$ cat src/rtl/byte_striping_if.sv
// byte_striping_if: word stream in, two striped lanes out.
interface byte_striping_if #(parameter int DATA_W = 32);
    logic [DATA_W-1:0] data_in;
    logic              valid_in;
    logic [DATA_W-1:0] lane_0;
    logic [DATA_W-1:0] lane_1;
    logic              valid_0;
    logic              valid_1;
    logic              lane_sel;
    logic [7:0]        word_cnt;
    modport master (output data_in, valid_in, input lane_0, lane_1, valid_0, valid_1, lane_sel, word_cnt);
    modport slave  (input data_in, valid_in, output lane_0, lane_1, valid_0, valid_1, lane_sel, word_cnt);
endinterface

$ cat src/rtl/byte_striping.sv
// byte_striping: round-robin split of one word stream onto two lanes, with idle-gap resync to lane 0.
// Define STRIPING_PAD_EN to emit PAD_WORD on lane_1 when a resync leaves lane 1 short.
module byte_striping #(
    parameter int          DATA_W      = 32,
    parameter int          IDLE_RESYNC = 4,
    parameter [DATA_W-1:0] PAD_WORD    = 32'h0000_00BC
) (
    input logic            clk_2f,
    input logic            reset,
    byte_striping_if.slave bus
);
`ifdef STRIPING_PAD_EN
    localparam bit PAD_EN = 1'b1;
`else
    localparam bit PAD_EN = 1'b0;
`endif
    localparam int CW = IDLE_RESYNC > 1 ? $clog2(IDLE_RESYNC + 1) : 1;
    logic [DATA_W-1:0] r_lane_0, r_lane_1;
    logic              r_valid_0, r_valid_1, r_sel;
    logic [7:0]        r_cnt;
    logic [CW-1:0]     r_idle;
    logic              w_resync;
    generate
        if (IDLE_RESYNC == 0) begin : g_no_resync
            assign w_resync = 1'b0;
            always_ff @(posedge clk_2f) r_idle <= '0;
        end else begin : g_resync
            // counter saturates so the event fires once per idle gap
            assign w_resync = !bus.valid_in && r_idle == CW'(IDLE_RESYNC - 1);
            always_ff @(posedge clk_2f) begin
                if (reset || bus.valid_in)
                    r_idle <= '0;
                else if (r_idle != CW'(IDLE_RESYNC))
                    r_idle <= r_idle + CW'(1);
            end
        end
    endgenerate
    always_ff @(posedge clk_2f) begin
        if (reset) begin
            r_lane_0  <= '0;
            r_lane_1  <= '0;
            r_valid_0 <= 1'b0;
            r_valid_1 <= 1'b0;
            r_sel     <= 1'b0;
            r_cnt     <= '0;
        end else begin
            r_valid_0 <= bus.valid_in && !r_sel;
            r_valid_1 <= bus.valid_in && r_sel;
            if (bus.valid_in) begin
                if (r_sel)
                    r_lane_1 <= bus.data_in;
                else
                    r_lane_0 <= bus.data_in;
                r_sel <= ~r_sel;
                r_cnt <= r_cnt + 8'd1;
            end else if (w_resync && r_sel) begin
                r_sel <= 1'b0;
                if (PAD_EN) begin
                    r_lane_1  <= PAD_WORD;
                    r_valid_1 <= 1'b1;
                end
            end
        end
    end
    assign bus.lane_0   = r_lane_0;
    assign bus.lane_1   = r_lane_1;
    assign bus.valid_0  = r_valid_0;
    assign bus.valid_1  = r_valid_1;
    assign bus.lane_sel = r_sel;
    assign bus.word_cnt = r_cnt;
endmodule

$ cat src/flat_wrapper.sv
// flat-port wrapper written by rule: the top's interface ports become plain ports
module byte_striping_flat 
#(
    parameter int          DATA_W      = 32,
    parameter int          IDLE_RESYNC = 4,
    parameter [DATA_W-1:0] PAD_WORD    = 32'h0000_00BC
)
  (clk_2f, reset, bus_data_in, bus_valid_in, bus_lane_0, bus_lane_1, bus_valid_0, bus_valid_1, bus_lane_sel, bus_word_cnt);
  byte_striping_if #(.DATA_W(DATA_W)) bus_i ();
  input logic clk_2f;
  input logic reset;
  input wire logic [$bits(bus_i.data_in)-1:0] bus_data_in;
  input wire logic [$bits(bus_i.valid_in)-1:0] bus_valid_in;
  output wire logic [$bits(bus_i.lane_0)-1:0] bus_lane_0;
  output wire logic [$bits(bus_i.lane_1)-1:0] bus_lane_1;
  output wire logic [$bits(bus_i.valid_0)-1:0] bus_valid_0;
  output wire logic [$bits(bus_i.valid_1)-1:0] bus_valid_1;
  output wire logic [$bits(bus_i.lane_sel)-1:0] bus_lane_sel;
  output wire logic [$bits(bus_i.word_cnt)-1:0] bus_word_cnt;
  assign bus_i.data_in = bus_data_in;
  assign bus_i.valid_in = bus_valid_in;
  assign bus_lane_0 = bus_i.lane_0;
  assign bus_lane_1 = bus_i.lane_1;
  assign bus_valid_0 = bus_i.valid_0;
  assign bus_valid_1 = bus_i.valid_1;
  assign bus_lane_sel = bus_i.lane_sel;
  assign bus_word_cnt = bus_i.word_cnt;
  byte_striping #(.DATA_W(DATA_W), .IDLE_RESYNC(IDLE_RESYNC), .PAD_WORD(PAD_WORD)) u_core (.clk_2f(clk_2f), .reset(reset), .bus(bus_i));
endmodule
$ cat config.mk
export PLATFORM = sky130hd
export DESIGN_NAME = byte_striping_flat
export DESIGN_NICKNAME = d
export VERILOG_FILES = /design/src/rtl/byte_striping_if.sv /design/src/rtl/byte_striping.sv /design/src/flat_wrapper.sv
export SDC_FILE = /design/constraint.sdc
export NUM_CORES = 1
export LEC_CHECK = 0
export CAP_MARGIN = 25
export CORE_MARGIN = 3
export CORE_UTILIZATION = 38
export DETAILED_ROUTE_END_ITERATION = 10
export PLACE_DENSITY = 0.75
export SLEW_MARGIN = 5
export SYNTH_ARGS = -nofsm -noshare
export SYNTH_HDL_FRONTEND = slang
export SYNTH_SLANG_ARGS = --single-unit
$ cat constraint.sdc
create_clock -name clk_2f -period 1.1 [get_ports clk_2f]
set_input_delay 0.11 -clock clk_2f [delete_from_list [all_inputs] [get_ports clk_2f]]
set_output_delay 0.11 -clock clk_2f [all_outputs]
set_load 0.02 [all_outputs]
=== After elaboration in Yosys (flattened, before gate mapping) ===
Cells that the tools add are included.

* Add/subtract/negate cells: 2
* Eq/ne operators: 2
* Muxes and demuxes: 2
* Bitwise operators: 1
* Reduce and logical (&&, ||, !) cells: 10

{| class="wikitable"
|+ Operators by type and width
! cell !! count
|-
| adder 8 x 1 -> 8 bit (second input constant) || 1
|-
| logical AND 1 bit || 4
|-
| AND reduction 2 bit || 2
|-
| adder 3 x 1 -> 3 bit (second input constant) || 1
|-
| == test 3 x 2 -> 1 bit (second input constant) || 1
|-
| inequality test 3 bit (second input constant) || 1
|-
| zero test 1 bit || 2
|-
| 2-to-1 mux 1 bit || 2
|-
| nonzero test 2 bit || 1
|-
| logical OR 1 bit || 1
|-
| inverter 1 bit || 1
|}

* Bits in registers: 78
* Bits of input ports: 35
* Output and inout port bits: 75
* Word-level logic and storage cells: 24

=== Longest topological paths before layout ===
* Depth after elaboration: 5
* Gate-level depth with buffers: 5
* Gate-level depth less buffers: 5

=== Worst setup path before layout ===
Ideal clock, no wire load.

* Path type: reg2reg
* From: reg u_core.r_cnt[0], in the netlist u_core.bus.word_cnt[0]
* To: reg u_core.r_cnt[6], in the netlist u_core.bus.word_cnt[6]
* Library setup time: 0.070 ns
* Arrival: 1.300 ns
* Required time: 1.030 ns
* Path slack: -0.270 ns
* Stages on the path, launching flop included: 5
* Buffers on the path: 0
* Clock period less this slack: 1.370 ns
* Cells stage by stage: dfxtp_1 ha_1 nand3_1 or3_1 a21oi_1

* Word-level cells in the longest chain between the ends: 1

{| class="wikitable"
|+ Ends and longest elaborated chain
! element !! line !! RTL
|-
| start: declaration || byte_striping.sv:20 || <nowiki>logic [7:0] r_cnt;</nowiki>
|-
| start signal: assignment || byte_striping.sv:55 || <nowiki>r_cnt <= r_cnt + 8'd1;</nowiki>
|-
| adder 8 x 1 -> 8 bit || byte_striping.sv:55 ||
|}

No other way between the ends.
A chain may end at the register's enable or synchronous reset.

=== Worst setup path in the final report ===
* From: reg u_core.r_sel, in the netlist u_core.bus.lane_sel
* To: reg u_core.r_lane_0[10], in the netlist u_core.bus.lane_0[10]

* Word-level cells in the longest chain between the ends: 2

{| class="wikitable"
|+ Ends and longest elaborated chain
! element !! line !! RTL
|-
| start: declaration || byte_striping.sv:19 || <nowiki>logic r_valid_0, r_valid_1, r_sel;</nowiki>
|-
| start signal: assignment || byte_striping.sv:54 || <nowiki>r_sel <= ~r_sel;</nowiki>
|-
| inverter 1 bit (no line) || -- ||
|-
| AND reduction 2 bit (no line) || -- ||
|-
| end signal: assignment || byte_striping.sv:53 || <nowiki>r_lane_0 <= bus.data_in;</nowiki>
|-
| end: declaration || byte_striping.sv:18 || <nowiki>logic [DATA_W-1:0] r_lane_0, r_lane_1;</nowiki>
|}

No other way between the ends.

==> flow_summary.json <==
{
  "cpPeakStageDelay_ns": 0.38,
  "max_freq_ghz": 0.897,
  "hold_viol_final": 0,
  "synth.distinct_cells": 23,
  "p_leak_nw": 1.85,
  "clk_latency_ns": 0.33,
  "antenna_found_initial": 0,
  "die_w_um": 89.5,
  "worst_slack_ns": -0.0154,
  "setup_violations": 10,
  "clock_path_buffers": 2,
  "grt_overflow": 0,
  "drt-initial-drc-count": 89,
  "floorplan.rows": 29,
  "rrSetupSlack_ns": -0.02,
  "cap_viol_max_count": 0,
  "finClkSkew_ns": 0.00633,
  "crit_chain": "or2b_4, clkbuf_16, nand2_2, a21oi_1",
  "seq_area_um2": 1580,
  "routedWlPerCell_um": 15.3,
  "power-per-cell-area_nw_per_um2": 1460,
  "worst_pin_slew_ns": 0.269,
  "required_ns": 1.32,
  "synth_nets": 313,
  "rsz0062_at_grt": "yes",
  "syn_inst": 274,
  "ir_drop_uv": 899,
  "die-height_um": 89.5,
  "area_delta_synth_final_pct": 60.5,
  "clockRootBuffer": "clkbuf_8",
  "die_area_um2": 8020,
  "syn_area_um2": 2650,
  "grt_usage_pct": 18.2,
  "hold_path_startpoint": "reset",
  "cts_sinks": 78,
  "ys_warn_count": 0,
  "viasPerCell": 4.86,
  "cts_tree": "built",
  "cts.clk_slew.worst_paths_ns": 0.08,
  "fin_tns_setup_ns": -0.0805,
  "place_inst": 479,
  "endpoint_kind": "flop",
  "start_kind": "flop",
  "multi_input_area_um2": 1150,
  "nNetsFinal": 446,
  "fillerInstances": 583,
  "grt_pass1_vias": 2346,
  "avgSynthCellArea_um2": 9.68,
  "first_pass_iters": 4,
  "cts_buffers": 9,
  "slew_headroom_pct": 82.1,
  "synth-seq-cells": 78,
  "hold_depth": 3,
  "finalWirelength_um": 7720,
  "hpwl_um": 5100,
  "num_io_pins": 110,
  "violations": "negative setup slack",
  "r2r_end": "u_core.bus.lane_0[10]$_SDFFE_PP0P_",
  "htreeDepth": 3,
  "final-instance-count-excl-fill": 505,
  "coreArea_um2": 6570,
  "fin_crit_ns": 1.12,
  "initial_core_util_pct": 40.4,
  "antenna_left": 0,
  "cts_hold_buf": 0,
  "grt_start_max_net_pins": 24,
  "drive_above_1_share_pct": 41.0,
  "min_to": "u_core.bus.valid_1$_SDFF_PP0_",
  "grt_pass1_wl_um": 11200,
  "hp-class": "input pin to flop",
  "gp_congestion": 0.724,
  "critPathTopFamily": "flip-flops",
  "portBuffers": 109,
  "cp.arrival_ns": 1.34,
  "worst-path-buf-inv": 1,
  "r2r_start": "u_core.bus.lane_sel$_SDFFE_PP0P_",
  "drc": 0,
  "outcome": "finished, violations left",
  "period_share_pct": 101,
  "routed-via-count": 2454,
  "diodes": 0,
  "rr_worst_depth": 4,
  "slew_viol_final": 0,
  "cp_slowest_cell": "dfxtp_4",
  "crit_fanout": 6,
  "ys_seq_area_share_pct": 58.9,
  "path_class": "flop to flop"
}
worst max-delay path by stage:
stage | to | cells past startpoint | slack, ns | from
2_1_floorplan | u_core.bus.word_cnt[6]$_SDFFE_PP0P_ | 4 | -0.05 | u_core.bus.word_cnt[0]$_SDFFE_PP0P_
3_3_place_gp | u_core.bus.lane_1[26]$_SDFFE_PP0P_ | 6 | -0.32 | bus_valid_in
3_5_place_dp | u_core.bus.lane_0[22]$_SDFFE_PP0P_ | 6 | -0.39 | bus_valid_in
4_1_cts | u_core.bus.word_cnt[6]$_SDFFE_PP0P_ | 4 | -0.002 | u_core.bus.word_cnt[1]$_SDFFE_PP0P_
5_1_grt | u_core.bus.word_cnt[6]$_SDFFE_PP0P_ | 4 | -0.08 | u_core.bus.word_cnt[1]$_SDFFE_PP0P_
6_report | u_core.bus.lane_0[10]$_SDFFE_PP0P_ | 4 | -0.02 | u_core.bus.lane_sel$_SDFFE_PP0P_
worst reg2reg max path: cells and delay by family (launching register included):
family / cells / cell delay, ns
DFF: 1 / 0.38
and+or+nand+nor: 2 / 0.38
buffers and inverters: 1 / 0.19
AOI/OAI and AO/OA: 1 / 0.06
logic make-up after synthesis:
| kind of cell | synth area share [%] |
|---|---|
| fa+ha+maj | 1.89 |
| xor+xnor | 1.65 |
| buf+inv | 4.25 |
| flops | 58.9 |
| simple gates | 14.2 |
| compound gates | 18.4 |
| mux | 0.755 |
flip-flops by register name (all words and copies together), names as in the netlist:
signal / count
u_core.bus.valid_0: 1
u_core.bus.valid_1: 1
u_core.bus.lane_sel: 1
u_core.bus.lane_0: 32
u_core.bus.lane_1: 32
u_core.r_idle: 3
u_core.bus.word_cnt: 8
report_power, final:
part	internal [mW]	total [mW]	leakage [nW]	switching, mW
Sequential	2.95	3.04	0.642	0.0918
Clock	1.19	2.21	0.0979	1.02
Combinational	0.444	0.955	1.11	0.510
cell usage after synthesis:
cell type | instances | area share [%]
or3_1 | 3 | 0.71
nor2_1 | 9 | 1.3
nor2b_1 | 1 | 0.24
dfxtp_1 | 78 | 59
a21oi_1 | 37 | 7.0
xnor2_1 | 2 | 0.66
buf_6 | 1 | 0.42
buf_1 | 1 | 0.14
nand4_4 | 1 | 0.80
a22o_1 | 32 | 11
a211oi_1 | 1 | 0.28
clkbuf_1 | 3 | 0.42
buf_2 | 15 | 2.8
inv_1 | 3 | 0.42
or2b_1 | 1 | 0.28
nor3_1 | 2 | 0.38
mux2i_1 | 2 | 0.76
xor2_1 | 3 | 0.99
o21ai_0 | 3 | 0.57
nand4_1 | 2 | 0.47
nand3_1 | 2 | 0.38
nand2_1 | 68 | 9.6
ha_1 | 4 | 1.9
layout by cell type (no fill, tap or decap), drive strengths merged, types with 2 or more instances in the layout:
cell	n
a22o	32
mux2i	2
nor2	9
dfxtp	78
clkdlybuf4s15	18
ha	4
clkdlybuf4s50	32
o21ai	3
buf	68
clkinvlp	2
or3	3
nor3	2
nand2	68
xor2	3
inv	3
nand3	2
clkbuf	35
nand4	3
xnor2	2
a21oi	37
what timing repair did:
item	CTS	global route
gates cloned	0	4
buffers inserted	3	3
endpoints found under the setup margin	109	110
pin swaps	6	13
resized for setup	218	97
layer usage:
layer / global-route usage (%) / share of wire (%) / vias to the layer above
met4: 6.22 / 0.95 / 0
met2: 31.9 / 51 / 79
met5: 0 / 0 / -
li1: - / - / 1203
met1: 21.3 / 42 / 1164
met3: 5.16 / 6.5 / 8
area by class of cell:
class,count,share of cell area [%]
Clock inverter,4,1.26
Clock buffer,12,3.67
Tap cell,93,2.73
Inverter,3,0.265
Multi-Input combinational cell,173,26.9
Timing Repair Buffer,142,27.9
Sequential cell,78,37.2
metrics by stage:
stage	instance area, µm²	hold WS, ns	total power [mW]	worst slack [ns]	utilization [%]
after floorplan	2700	0.236	3.53	-0.0537	-
after global routing	4260	0.211	6.47	-0.0796	64.8
after global placement	4010	0.442	4.02	-0.316	61.1
final	4260	0.214	6.21	-0.0154	64.8
after CTS	4300	0.191	6.21	-0.00163	65.4
after detailed placement	4010	0.447	4.04	-0.394	61.1
No activity file was read; power rests on OpenSTA's default activity.
